--- src/rtl/sys_ctrl_tx_sched_if.sv ---
// Signal bundle between the TX scheduler, its RF/ALU sources, UART_TX and status consumers.
// master = scheduler side, slave = surrounding system.
interface sys_ctrl_tx_sched_if #(
    parameter int DATA_WIDTH = 8
);
    logic [DATA_WIDTH-1:0]   RF_RD_DATA;
    logic                    RF_RD_VLD;
    logic [2*DATA_WIDTH-1:0] ALU_OUT;
    logic                    ALU_OUT_VLD;
    logic                    TX_BUSY;
    logic                    OVF_CLR;
    logic [DATA_WIDTH-1:0]   TX_P_DATA;
    logic                    TX_D_VLD;
    logic                    RF_OVF;
    logic                    ALU_OVF;
    logic                    SCHED_IDLE;

    modport master (
        input  RF_RD_DATA, RF_RD_VLD, ALU_OUT, ALU_OUT_VLD, TX_BUSY, OVF_CLR,
        output TX_P_DATA, TX_D_VLD, RF_OVF, ALU_OVF, SCHED_IDLE
    );

    modport slave (
        output RF_RD_DATA, RF_RD_VLD, ALU_OUT, ALU_OUT_VLD, TX_BUSY, OVF_CLR,
        input  TX_P_DATA, TX_D_VLD, RF_OVF, ALU_OVF, SCHED_IDLE
    );
endinterface

--- src/rtl/sys_ctrl_tx_sched.sv ---
// Transmit-side scheduler: holds one RF byte and one 2-byte ALU result, arbitrates and streams
// them to UART_TX. Define TX_ROUND_ROBIN_EN for round-robin tie breaking (default: RF priority).
module sys_ctrl_tx_sched #(
    parameter int DATA_WIDTH  = 8,
    parameter int ACK_TIMEOUT = 15
) (
    input  logic                clk,
    input  logic                reset,
    sys_ctrl_tx_sched_if.master bus
);
    localparam int CNT_W = (ACK_TIMEOUT > 1) ? $clog2(ACK_TIMEOUT) : 1;

    typedef enum logic [1:0] {
        ST_IDLE,
        ST_ISSUE,
        ST_WAIT_ACK,
        ST_WAIT_DONE
    } state_t;

    state_t                  state_q, state_d;
    logic                    rf_full_q, rf_full_d;
    logic [DATA_WIDTH-1:0]   rf_data_q, rf_data_d;
    logic                    alu_full_q, alu_full_d;
    logic [2*DATA_WIDTH-1:0] alu_data_q, alu_data_d;
    logic                    grant_alu_q, grant_alu_d;
    logic                    byte_hi_q, byte_hi_d;
    logic [CNT_W-1:0]        cnt_q, cnt_d;
    logic [DATA_WIDTH-1:0]   tx_data_q, tx_data_d;
    logic                    tx_vld_q, tx_vld_d;
    logic                    rf_ovf_q, rf_ovf_d;
    logic                    alu_ovf_q, alu_ovf_d;
    logic                    tie_to_alu;
    logic                    pick_alu;
    logic                    rf_release, alu_release;
    logic                    rf_drop, alu_drop;

    // A slot frees up during the cycle its (last) byte is presented to UART_TX.
    assign rf_release  = tx_vld_q && !grant_alu_q;
    assign alu_release = tx_vld_q && grant_alu_q && byte_hi_q;
    assign rf_drop     = bus.RF_RD_VLD && rf_full_q && !rf_release;
    assign alu_drop    = bus.ALU_OUT_VLD && alu_full_q && !alu_release;

`ifdef TX_ROUND_ROBIN_EN
    logic last_alu_q, last_alu_d;
    assign tie_to_alu = !last_alu_q;
`else
    assign tie_to_alu = 1'b0;
`endif

    assign pick_alu = alu_full_q && (!rf_full_q || tie_to_alu);

    always_comb begin
        rf_full_d  = rf_full_q;
        rf_data_d  = rf_data_q;
        alu_full_d = alu_full_q;
        alu_data_d = alu_data_q;
        if (rf_release) begin
            rf_full_d = 1'b0;
        end
        if (bus.RF_RD_VLD && !rf_drop) begin
            rf_full_d = 1'b1;
            rf_data_d = bus.RF_RD_DATA;
        end
        if (alu_release) begin
            alu_full_d = 1'b0;
        end
        if (bus.ALU_OUT_VLD && !alu_drop) begin
            alu_full_d = 1'b1;
            alu_data_d = bus.ALU_OUT;
        end
        // Overflow set takes precedence over a simultaneous clear.
        rf_ovf_d  = rf_drop  ? 1'b1 : (bus.OVF_CLR ? 1'b0 : rf_ovf_q);
        alu_ovf_d = alu_drop ? 1'b1 : (bus.OVF_CLR ? 1'b0 : alu_ovf_q);
    end

    always_comb begin
        state_d     = state_q;
        grant_alu_d = grant_alu_q;
        byte_hi_d   = byte_hi_q;
        cnt_d       = cnt_q;
        tx_data_d   = tx_data_q;
        tx_vld_d    = 1'b0;
`ifdef TX_ROUND_ROBIN_EN
        last_alu_d  = last_alu_q;
`endif
        case (state_q)
            ST_IDLE: begin
                if ((rf_full_q || alu_full_q) && !bus.TX_BUSY) begin
                    grant_alu_d = pick_alu;
                    byte_hi_d   = 1'b0;
`ifdef TX_ROUND_ROBIN_EN
                    last_alu_d  = pick_alu;
`endif
                    state_d     = ST_ISSUE;
                end
            end
            ST_ISSUE: begin
                if (!grant_alu_q) begin
                    tx_data_d = rf_data_q;
                end else if (byte_hi_q) begin
                    tx_data_d = alu_data_q[2*DATA_WIDTH-1:DATA_WIDTH];
                end else begin
                    tx_data_d = alu_data_q[DATA_WIDTH-1:0];
                end
                tx_vld_d = 1'b1;
                cnt_d    = '0;
                state_d  = ST_WAIT_ACK;
            end
            ST_WAIT_ACK: begin
                // No ack within the window: treat the frame as lost and move on.
                if (bus.TX_BUSY || (cnt_q == CNT_W'(ACK_TIMEOUT - 1))) begin
                    state_d = ST_WAIT_DONE;
                end else begin
                    cnt_d = cnt_q + CNT_W'(1);
                end
            end
            ST_WAIT_DONE: begin
                if (!bus.TX_BUSY) begin
                    if (grant_alu_q && !byte_hi_q) begin
                        byte_hi_d = 1'b1;
                        state_d   = ST_ISSUE;
                    end else begin
                        state_d = ST_IDLE;
                    end
                end
            end
            default: state_d = ST_IDLE;
        endcase
    end

    always_ff @(posedge clk or negedge reset) begin
        if (!reset) begin
            state_q     <= ST_IDLE;
            rf_full_q   <= 1'b0;
            rf_data_q   <= '0;
            alu_full_q  <= 1'b0;
            alu_data_q  <= '0;
            grant_alu_q <= 1'b0;
            byte_hi_q   <= 1'b0;
            cnt_q       <= '0;
            tx_data_q   <= '0;
            tx_vld_q    <= 1'b0;
            rf_ovf_q    <= 1'b0;
            alu_ovf_q   <= 1'b0;
        end else begin
            state_q     <= state_d;
            rf_full_q   <= rf_full_d;
            rf_data_q   <= rf_data_d;
            alu_full_q  <= alu_full_d;
            alu_data_q  <= alu_data_d;
            grant_alu_q <= grant_alu_d;
            byte_hi_q   <= byte_hi_d;
            cnt_q       <= cnt_d;
            tx_data_q   <= tx_data_d;
            tx_vld_q    <= tx_vld_d;
            rf_ovf_q    <= rf_ovf_d;
            alu_ovf_q   <= alu_ovf_d;
        end
    end

`ifdef TX_ROUND_ROBIN_EN
    // Resets to ALU so that RF wins the first tie.
    always_ff @(posedge clk or negedge reset) begin
        if (!reset) begin
            last_alu_q <= 1'b1;
        end else begin
            last_alu_q <= last_alu_d;
        end
    end
`endif

    assign bus.TX_P_DATA  = tx_data_q;
    assign bus.TX_D_VLD   = tx_vld_q;
    assign bus.RF_OVF     = rf_ovf_q;
    assign bus.ALU_OVF    = alu_ovf_q;
    assign bus.SCHED_IDLE = (state_q == ST_IDLE) && !rf_full_q && !alu_full_q;
endmodule
--- src/flat_wrapper.sv ---
// flat-port wrapper written by rule: the top's interface ports become plain ports
module sys_ctrl_tx_sched_flat 
#(
    parameter int DATA_WIDTH  = 8,
    parameter int ACK_TIMEOUT = 15
)
  (clk, reset, bus_RF_RD_DATA, bus_RF_RD_VLD, bus_ALU_OUT, bus_ALU_OUT_VLD, bus_TX_BUSY, bus_OVF_CLR, bus_TX_P_DATA, bus_TX_D_VLD, bus_RF_OVF, bus_ALU_OVF, bus_SCHED_IDLE);
  sys_ctrl_tx_sched_if #(.DATA_WIDTH(DATA_WIDTH)) bus_i ();
  input  logic clk;
  input  logic reset;
  input wire logic [$bits(bus_i.RF_RD_DATA)-1:0] bus_RF_RD_DATA;
  input wire logic [$bits(bus_i.RF_RD_VLD)-1:0] bus_RF_RD_VLD;
  input wire logic [$bits(bus_i.ALU_OUT)-1:0] bus_ALU_OUT;
  input wire logic [$bits(bus_i.ALU_OUT_VLD)-1:0] bus_ALU_OUT_VLD;
  input wire logic [$bits(bus_i.TX_BUSY)-1:0] bus_TX_BUSY;
  input wire logic [$bits(bus_i.OVF_CLR)-1:0] bus_OVF_CLR;
  output wire logic [$bits(bus_i.TX_P_DATA)-1:0] bus_TX_P_DATA;
  output wire logic [$bits(bus_i.TX_D_VLD)-1:0] bus_TX_D_VLD;
  output wire logic [$bits(bus_i.RF_OVF)-1:0] bus_RF_OVF;
  output wire logic [$bits(bus_i.ALU_OVF)-1:0] bus_ALU_OVF;
  output wire logic [$bits(bus_i.SCHED_IDLE)-1:0] bus_SCHED_IDLE;
  assign bus_i.RF_RD_DATA = bus_RF_RD_DATA;
  assign bus_i.RF_RD_VLD = bus_RF_RD_VLD;
  assign bus_i.ALU_OUT = bus_ALU_OUT;
  assign bus_i.ALU_OUT_VLD = bus_ALU_OUT_VLD;
  assign bus_i.TX_BUSY = bus_TX_BUSY;
  assign bus_i.OVF_CLR = bus_OVF_CLR;
  assign bus_TX_P_DATA = bus_i.TX_P_DATA;
  assign bus_TX_D_VLD = bus_i.TX_D_VLD;
  assign bus_RF_OVF = bus_i.RF_OVF;
  assign bus_ALU_OVF = bus_i.ALU_OVF;
  assign bus_SCHED_IDLE = bus_i.SCHED_IDLE;
  sys_ctrl_tx_sched #(.DATA_WIDTH(DATA_WIDTH), .ACK_TIMEOUT(ACK_TIMEOUT)) u_core (.clk(clk), .reset(reset), .bus(bus_i));
endmodule
--- config.mk ---
export PLATFORM = sky130hd
export DESIGN_NAME = sys_ctrl_tx_sched_flat
export DESIGN_NICKNAME = d
export VERILOG_FILES = /design/src/rtl/sys_ctrl_tx_sched_if.sv /design/src/rtl/sys_ctrl_tx_sched.sv /design/src/flat_wrapper.sv
export SDC_FILE = /design/constraint.sdc
export NUM_CORES = 1
export LEC_CHECK = 0
export ABC_AREA = 0
export CAP_MARGIN = 0
export CORE_MARGIN = 2
export CORE_UTILIZATION = 25
export CTS_CLUSTER_DIAMETER = 30
export DETAILED_ROUTE_END_ITERATION = 10
export PLACE_DENSITY_LB_ADDON = 0.08
export RECOVER_POWER = 25
export SLEW_MARGIN = 20
export SYNTH_ARGS = -nofsm -noshare
export SYNTH_HDL_FRONTEND = slang
export SYNTH_SLANG_ARGS = --single-unit
--- constraint.sdc ---
create_clock -name clk -period 1.6 [get_ports clk]
set_input_delay 0.24 -clock clk [delete_from_list [all_inputs] [get_ports clk]]
set_output_delay 0.24 -clock clk [all_outputs]
set_load 0.01 [all_outputs]
======== Word-level counts from Yosys, hierarchy flattened ========
Index checks and enable logic that the tools add are counted.
operators by class
  reduce and logical (&&, ||, !) cells .... 36
  eq/ne operators ......................... 9
  multiplexer cells ....................... 21
  $add $sub $neg .......................... 1
operator list
  kind                 count
  $mux 8               2
  $logic_and 1x1->1    14
  $mux 1               12
  $reduce_bool 2->1    6
  $logic_not 1->1      9
  $pmux 2 s4           1
  $pmux 4 s2           1
  $mux 2               3
  $ne 2x1->1 const B   3
  $add 4x1->4 const B  1
  $eq 2x2->1 const B   2
  $eq 4x4->1 const B   1
  $mux 4               1
  $ne 2x2->1 const B   2
  $reduce_and 2->1     2
  $reduce_and 4->1     1
  $reduce_and 3->1     1
  $eq 2x1->1 const B   1
  $logic_not 2->1      1
  $logic_or 1x1->1     2
  $pmux 1 s2           1
word-level totals
  flip-flop bits (word level) ............. 45
  logic and storage cells ................. 79
  output and inout bits ................... 12
  input port bits ......................... 30

======== Longest topological paths before layout ========
Gate-level depths: netlist (run 1).
  depth after elaboration ................. 7
  depth in mapped cells ................... 6
  depth with buffers taken out ............ 6

======== Least setup slack after synthesis (run 1) ========
OpenSTA, ideal clock, no wires.
  kind .................................... register to register
  start point ............................. reg u_core.state_q[0]
  end point ............................... reg u_core.state_q[1]
  library setup time ...................... 0.125 ns
  cell stages (with the launch flop) ...... 6
  period minus slack after synthesis ...... 1.468 ns
  path slack .............................. 0.132 ns
  arrival time ............................ 1.343 ns
  data required time ...................... 1.475 ns
  path buffers ............................ 0
  cells stage by stage .................... dfrtp_1 inv_1 ha_1 o21ai_0 and3_1 mux2_2
on the way
  cells in the longest elaborated chain, start to end .. 3
  elaborated cells between the ends (all ways) .. 9
  classes of those cells .................. 6 x eq/ne; 1 x mux; 2 x reduce/logical
ends and longest elaborated chain
  element                                                    line                      text
  start: declaration                                         sys_ctrl_tx_sched.sv:20   state_t state_q, state_d;
  start signal: assignment                                   sys_ctrl_tx_sched.sv:146  state_q <= state_d;
  $eq 2x2->1 or $logic_not 2->1 (tied branches)              sys_ctrl_tx_sched.sv:86   case (state_q)
  $ne 2x1->1 (no source line) or $ne 2x2->1 (tied branches)  n/a
  $reduce_and 3->1 (no source line)                          n/a
Parallel ways exist; a longest one is shown, timed or not.
A chain may end at the register's enable or synchronous reset.

======== Final worst setup path (run 1) ========
Ends and elaborated chain as after synthesis.

==> out/qor.yml, run 1 <==
port_buffers: 41
viasPerCell: 4.383
slowest_delay_ns: 0.41
clock.fmax_ghz: 0.6300
place_area_um2: 2685
crit_path_max_fanout: 2
cts-root-buf: "clkbuf_8"
dpl.cell_count: 315
avgSynthCellArea_um2: 12.50
async_flop_share: 1.000
first_pass_iters: 4
start_kind: "flop"
row_count: 32
slew_viol_final: 0
n_antenna_cell: 0
yosysSeqAreaShare: 0.5528
drive_above_1_share: 0.2545
min-delay-path-class: "reg -> reg"
first_global_vias: 1566
hold_viol_final: 0
yosysUniqueCellTypes: 28
wire_per_inst_um: 14.62
drtAntennaViolNets: 0
grt_max_degree: 22
crit_required_ns: 1.79
syn-cell-area_um2: 2037
min_period_over_period: 0.9921
synth_top_cell_area_share: 0.5528
cts_made_buffers: 5
yosysWarnings: 0
clock_path_buffers: 2
status: "finished clean"
drt_iter0_drc: 18
clock-sinks: 45
antenna_found_initial: 0
die_y_um: 94.27
track_usage: 0.1158
yosysMostFrequentCell: "dfrtp_1"
syn_to_final_growth_pct: 39.50
clkLatencyLatePin_ns: 0.29
nNetsFinal: 259
slowest_stage: "dfrtp_1"
cts_tree: "yes"
fin_area_um2: 2841
synth-seq-cells: 45
stdcell_count: 326
p_per_area_nw_per_um2: 1794
skew_ns: 0.006085
drv_cap: 0
cts_max_level: 2
slew_headroom: 0.4724
synthTopCellsByArea: "dfrtp_1 55%, mux2_2 13%, mux2_1 5.5%"
gp_congestion: 0.7543
worstMarginPinSlew_ns: 0.7914
critical_path_class: "reg -> reg"
syn_inst: 163
cp.arrival_ns: 1.77
synth_edf_count: 0
drc: 0
initial_utilization: 0.2609
setup.worst_path.end_class: "flop"
post-synth-top-area-cell: "dfrtp_1"
setup_viol: 0
routed_wl_mm: 4.767
synthTopCellsByCount: "45 x dfrtp_1, 23 x mux2_2, 12 x nor2_1"
clkSlewWorstSetupHoldPaths_ns: 0.08
grt_overflow: 0
crit_chain: "buf_4 > ha_1 > o21ai_2 > and3_4 > mux2_2"
die_w_um: 94.27
power.leakage_nw: 1.214
ys.flop_type: "dfrtp_1"
irDropWorstVdd_mv: 0.6444
io_pins: 42
vias: 1429
core_um2: 7807
period_needed_ns: 1.587
fillCellCount: 775
grt_pass1_wl_mm: 7.824
synth_nets: 199
die_area_um2: 8886
hpwl_mm: 3.505
## final cells by class
| class | count | area (µm²) | area share |
|---|---|---|---|
| Sequential cell | 45 | 1126 | 0.3963 |
| Multi-Input combinational cell | 102 | 862.1 | 0.3034 |
| Timing Repair Buffer | 59 | 571.8 | 0.2012 |
| Tap cell | 102 | 127.6 | 0.04491 |
| Clock buffer | 7 | 86.33 | 0.03038 |
| Inverter | 10 | 37.54 | 0.01321 |
| Clock inverter | 1 | 30.03 | 0.01057 |
## sequential cells by signal, summed over array words and instances, names as in the netlist, 2 cells and up
signal                flops
u_core.cnt_q              4
u_core.rf_data_q          8
u_core.state_q            2
u_core.alu_data_q        16
u_core.bus.TX_P_DATA      8
## cell usage in the layout, fill, tap and decap left out, drive strengths merged
| cell type | n |
|---|---|
| nand3 | 7 |
| mux2i | 9 |
| mux2 | 33 |
| xor2 | 1 |
| and2 | 1 |
| a22o | 2 |
| a21oi | 12 |
| nand2 | 4 |
| buf | 16 |
| o22ai | 2 |
| dlygate4sd3 | 1 |
| o21ai | 6 |
| bufinv | 1 |
| nand3b | 1 |
| clkdlybuf4s50 | 39 |
| clkbuf | 10 |
| inv | 10 |
| a32oi | 1 |
| nand2b | 1 |
| ha | 6 |
| a31oi | 1 |
| o2111ai | 1 |
| dfrtp | 45 |
| and3 | 1 |
| nor2 | 12 |
| nor2b | 1 |
## cells by family (layout without fill, tap and decap cells)
group                    count (synthesis)  count (layout)  synth area share
buffers and inverters                   16              77           0.03563
AO/OA/AOI/OAI                           25              25           0.07617
AND/OR/NAND/NOR                         28              28           0.06757
multiplexers                            42              42            0.2267
XOR/XNOR                                 1               1          0.004301
adder cells (fa/ha/maj)                  6               6           0.03685
flip-flops                              45              45            0.5528
## critical path, delay by kind of cell, from the launching register on
kind	cells	cell delay, ns
AOI/OAI and AO/OA	1	0.15
and+or+nand+nor	1	0.20
buffers and inverters	1	0.15
adders and majority gates	1	0.23
DFF	1	0.41
muxes	1	0.33
## per-layer routing
| metal | routed length [µm] | track usage | share of wire |
|---|---|---|---|
| met1 | 2119 | 0.1468 | 0.44 |
| met2 | 2397 | 0.1935 | 0.50 |
| met3 | 188 | 0.03050 | 0.039 |
| met4 | 61 | 0.03382 | 0.013 |
| met5 | 0 | 0 | 0 |
## worst paths after layout
check,start,endpoint,slack [ns],depth (start not counted)
max in group asynchronous,reset,u_core.alu_data_q[6]$_DFFE_PN0P_,0.27,3
worst min register to register,u_core.alu_data_q[5]$_DFFE_PN0P_,u_core.alu_data_q[5]$_DFFE_PN0P_,0.49,1
worst max register to register,u_core.state_q[0]$_DFFE_PN0P_,u_core.state_q[1]$_DFFE_PN0P_,0.01,5
worst max-delay path,u_core.state_q[0]$_DFFE_PN0P_,u_core.state_q[1]$_DFFE_PN0P_,0.01,5
worst min-delay path,u_core.alu_data_q[5]$_DFFE_PN0P_,u_core.alu_data_q[5]$_DFFE_PN0P_,0.49,1
min in group asynchronous,reset,u_core.rf_data_q[2]$_DFFE_PN0P_,0.53,2
## what timing repair did
item,CTS,global route
gates cloned,0,0
hold buffers,1,0
endpoints found under the setup margin,1,3
resized for setup,5,6
endpoints found under the hold margin,12,0
pin swaps,0,2
buffers inserted,1,1
## metrics by stage
stage	setup WS, ns	power, mW	hold WS [ns]	setup TNS [ns]	util
after floorplan	0.1323	3.208	-0.05559	0	-
after global placement	0.03445	4.090	0.1535	0	0.3439
after detailed placement	-0.02219	4.164	0.1578	-0.02588	0.3439
after CTS	0.0009536	5.138	0.3685	0	0.3625
after global routing	-0.009334	5.516	0.5064	-0.009334	0.3639
final	0.01264	5.099	0.4928	0	0.3639
## report_power, final
group	total, mW	internal (mW)	switching [mW]
clock	0.894	0.510	0.385
sequential	2.01	1.66	0.344
combinational	2.20	1.28	0.914
total	5.10	3.46	1.64
No activity file was read; power rests on OpenSTA's default activity.
==> run 2, diff against run 1 <==
- RECOVER_POWER: 25 -> 50
==> out/qor.yml, run 2 (same netlist as run 1, synthesis figures left out) <==
drive_above_1_share: 0.2545  # unchanged
dpl.cell_count: 315  # unchanged
comb_power_share: 0.430  # was 0.431
final_common_cell: "dfrtp_1"  # unchanged
nNetsFinal: 259  # unchanged
worstMarginPinSlew_ns: 0.7598  # was 0.7914 ns
status: "finished clean"  # unchanged
grt_pass1_wl_mm: 7.824  # unchanged
largest_reg_flops: 16  # unchanged
crit_path_max_fanout: 2  # unchanged
grt_use_met1: 0.1468  # unchanged
power.net_switching_mw: 1.641  # was 1.643 mW
track_usage: 0.1158  # unchanged
grt-busiest-layer: "met2"  # unchanged
hold_path_startpoint: "u_core.alu_data_q[5]$_DFFE_PN0P_"  # unchanged
port_buffers: 41  # unchanged
p_sw_frac: 0.3225  # was 0.3222
drv_cap: 0  # unchanged
regArea_um2: 1126  # unchanged
clkLatencyLatePin_ns: 0.29  # about the same
clkSlewWorstSetupHoldPaths_ns: 0.08  # about the same
routed_wl_mm: 4.757  # was 4.767 mm
core_um2: 7807  # unchanged
clock_path_buffers: 2  # unchanged
fillCellCount: 776  # was 775
min_period_over_period: 0.9919  # was 0.9921
vias: 1428  # was 1429
globalRouteMet3Util: 0.03050  # unchanged
power.share.sequential: 0.395  # was 0.394
n_antenna_cell: 0  # unchanged
syn_to_final_growth_pct: 39.37  # was 39.50%
crit_cells: 5  # unchanged
io_pins: 42  # unchanged
hpwl_mm: 3.505  # unchanged
skew_ns: 0.004863  # was 0.006085 ns
die_y_um: 94.27  # unchanged
slowest_stage: "dfrtp_1"  # unchanged
wire_per_inst_um: 14.59  # was 14.62 µm
stdcell_count: 326  # unchanged
grt_overflow: 0  # unchanged
clock-sinks: 45  # unchanged
cp_num_buf_inv: 1  # unchanged
place_area_um2: 2685  # unchanged
r2r_end: "u_core.state_q[1]$_DFFE_PN0P_"  # unchanged
cts-root-buf: "clkbuf_8"  # unchanged
intPower_mw: 3.447  # was 3.456 mW
row_count: 32  # unchanged
cp-startpoint: "u_core.state_q[0]$_DFFE_PN0P_"  # unchanged
power_frac_clock: 0.175  # about the same
r2r-start: "u_core.state_q[0]$_DFFE_PN0P_"  # unchanged
path_delay_family: "flip-flops"  # unchanged
cts_tree: "yes"  # unchanged
crit_chain: "buf_4 > ha_1 > o21ai_2 > and3_4 > mux2_2"  # unchanged
irDropWorstVdd_mv: 0.6442  # was 0.6444 mV
cts_made_buffers: 5  # unchanged
slew_headroom: 0.4935  # was 0.4724
start_kind: "flop"  # unchanged
die_area_um2: 8886  # unchanged
drtAntennaViolNets: 0  # unchanged
critical_path_class: "reg -> reg"  # unchanged
crit_required_ns: 1.78  # was 1.79 ns
cp-endpoint: "u_core.state_q[1]$_DFFE_PN0P_"  # unchanged
viasPerCell: 4.380  # was 4.383
largest-register: "u_core.alu_data_q"  # unchanged
slowest_delay_ns: 0.41  # about the same
die_w_um: 94.27  # unchanged
fin_setup_tns_ns: 0  # unchanged
grt_max_degree: 22  # unchanged
slew_viol_final: 0  # unchanged
setup_viol: 0  # unchanged
clock.fmax_ghz: 0.6301  # was 0.6300 GHz
setup.worst_path.end_class: "flop"  # unchanged
drc: 0  # unchanged
drt_iter0_drc: 18  # unchanged
power.leakage_nw: 1.213  # was 1.214 nW
r2r_cells: 5  # unchanged
met2_usage: 0.1935  # unchanged
layout_common_cells: "45 x dfrtp_1, 39 x clkdlybuf4s50_1, 23 x mux2_2"  # unchanged
min-delay-path-class: "reg -> reg"  # unchanged
initial_utilization: 0.2609  # unchanged
antenna_found_initial: 0  # unchanged
first_pass_iters: 4  # unchanged
cp.arrival_ns: 1.77  # about the same
rrSetupSlack_ns: 0.01  # about the same
p_per_area_nw_per_um2: 1792  # was 1794 nW/µm²
first_global_vias: 1566  # unchanged
fin_area_um2: 2839  # was 2841 µm²
hold_viol_final: 0  # unchanged
multi_input_area_um2: 862.1  # unchanged
gp_congestion: 0.7543  # unchanged
period_needed_ns: 1.587  # about the same
cts_max_level: 2  # unchanged
==> run 2: layout make-up <==
class                   count  area share
inverters                  10     0.01322
clock inverters             1     0.01058
repair buffers             59      0.2005
well taps                 102     0.04495
multi-input cells         102      0.3037
flip-flops and latches     45      0.3967
clock buffers               7     0.03041
==> run 2: worst min-delay path by stage <==
stage / slack (ns) / depth (start not counted) / endpoint
finish: 0.49 / 1 / u_core.alu_data_q[5]$_DFFE_PN0P_
global route: 0.51 / 1 / u_core.alu_data_q[5]$_DFFE_PN0P_
CTS: 0.37 / 2 / u_core.alu_data_q[8]$_DFFE_PN0P_
detailed placement: 0.16 / 1 / u_core.rf_data_q[2]$_DFFE_PN0P_
global placement: 0.15 / 1 / u_core.rf_data_q[2]$_DFFE_PN0P_
floorplan: -0.06 / 0 / u_core.alu_data_q[0]$_DFFE_PN0P_
==> run 2: what timing repair did <==
action                                  4_1_cts  5_1_grt
pin swaps                                     0        2
gates resized for setup                       5        6
endpoints found under the setup margin        1        3
buffers inserted                              1        1
endpoints found under the hold margin        12        0
cloned                                        0        0
hold buffers                                  1        0
==> run 2: power groups by stage <==
stage	Combinational [mW]	Clock, mW	Sequential (mW)
after global placement	2.08	0	2.01
final	2.19	0.892	2.01
after global routing	2.45	0.980	2.08
after CTS	2.20	0.931	2.01
after floorplan	1.23	0	1.98
after detailed placement	2.13	0	2.03
==> run 2: through the flow <==
| step | hold slack, ns | worst slack (ns) | utilization | power (mW) |
|---|---|---|---|---|
| after detailed placement | 0.1578 | -0.02219 | 0.3439 | 4.164 |
| after floorplan | -0.05559 | 0.1323 | - | 3.208 |
| after CTS | 0.3685 | 0.0009536 | 0.3625 | 5.138 |
| after global routing | 0.5064 | -0.009334 | 0.3636 | 5.506 |
| after global placement | 0.1535 | 0.03445 | 0.3439 | 4.090 |
| final | 0.4929 | 0.01290 | 0.3636 | 5.088 |
==> run 2: layer usage <==
layer / part of all wire / vias to the layer above
li1: - / 686
met2: 0.51 / 29
met5: 0 / -
met3: 0.040 / 6
met4: 0.013 / 0
met1: 0.44 / 707
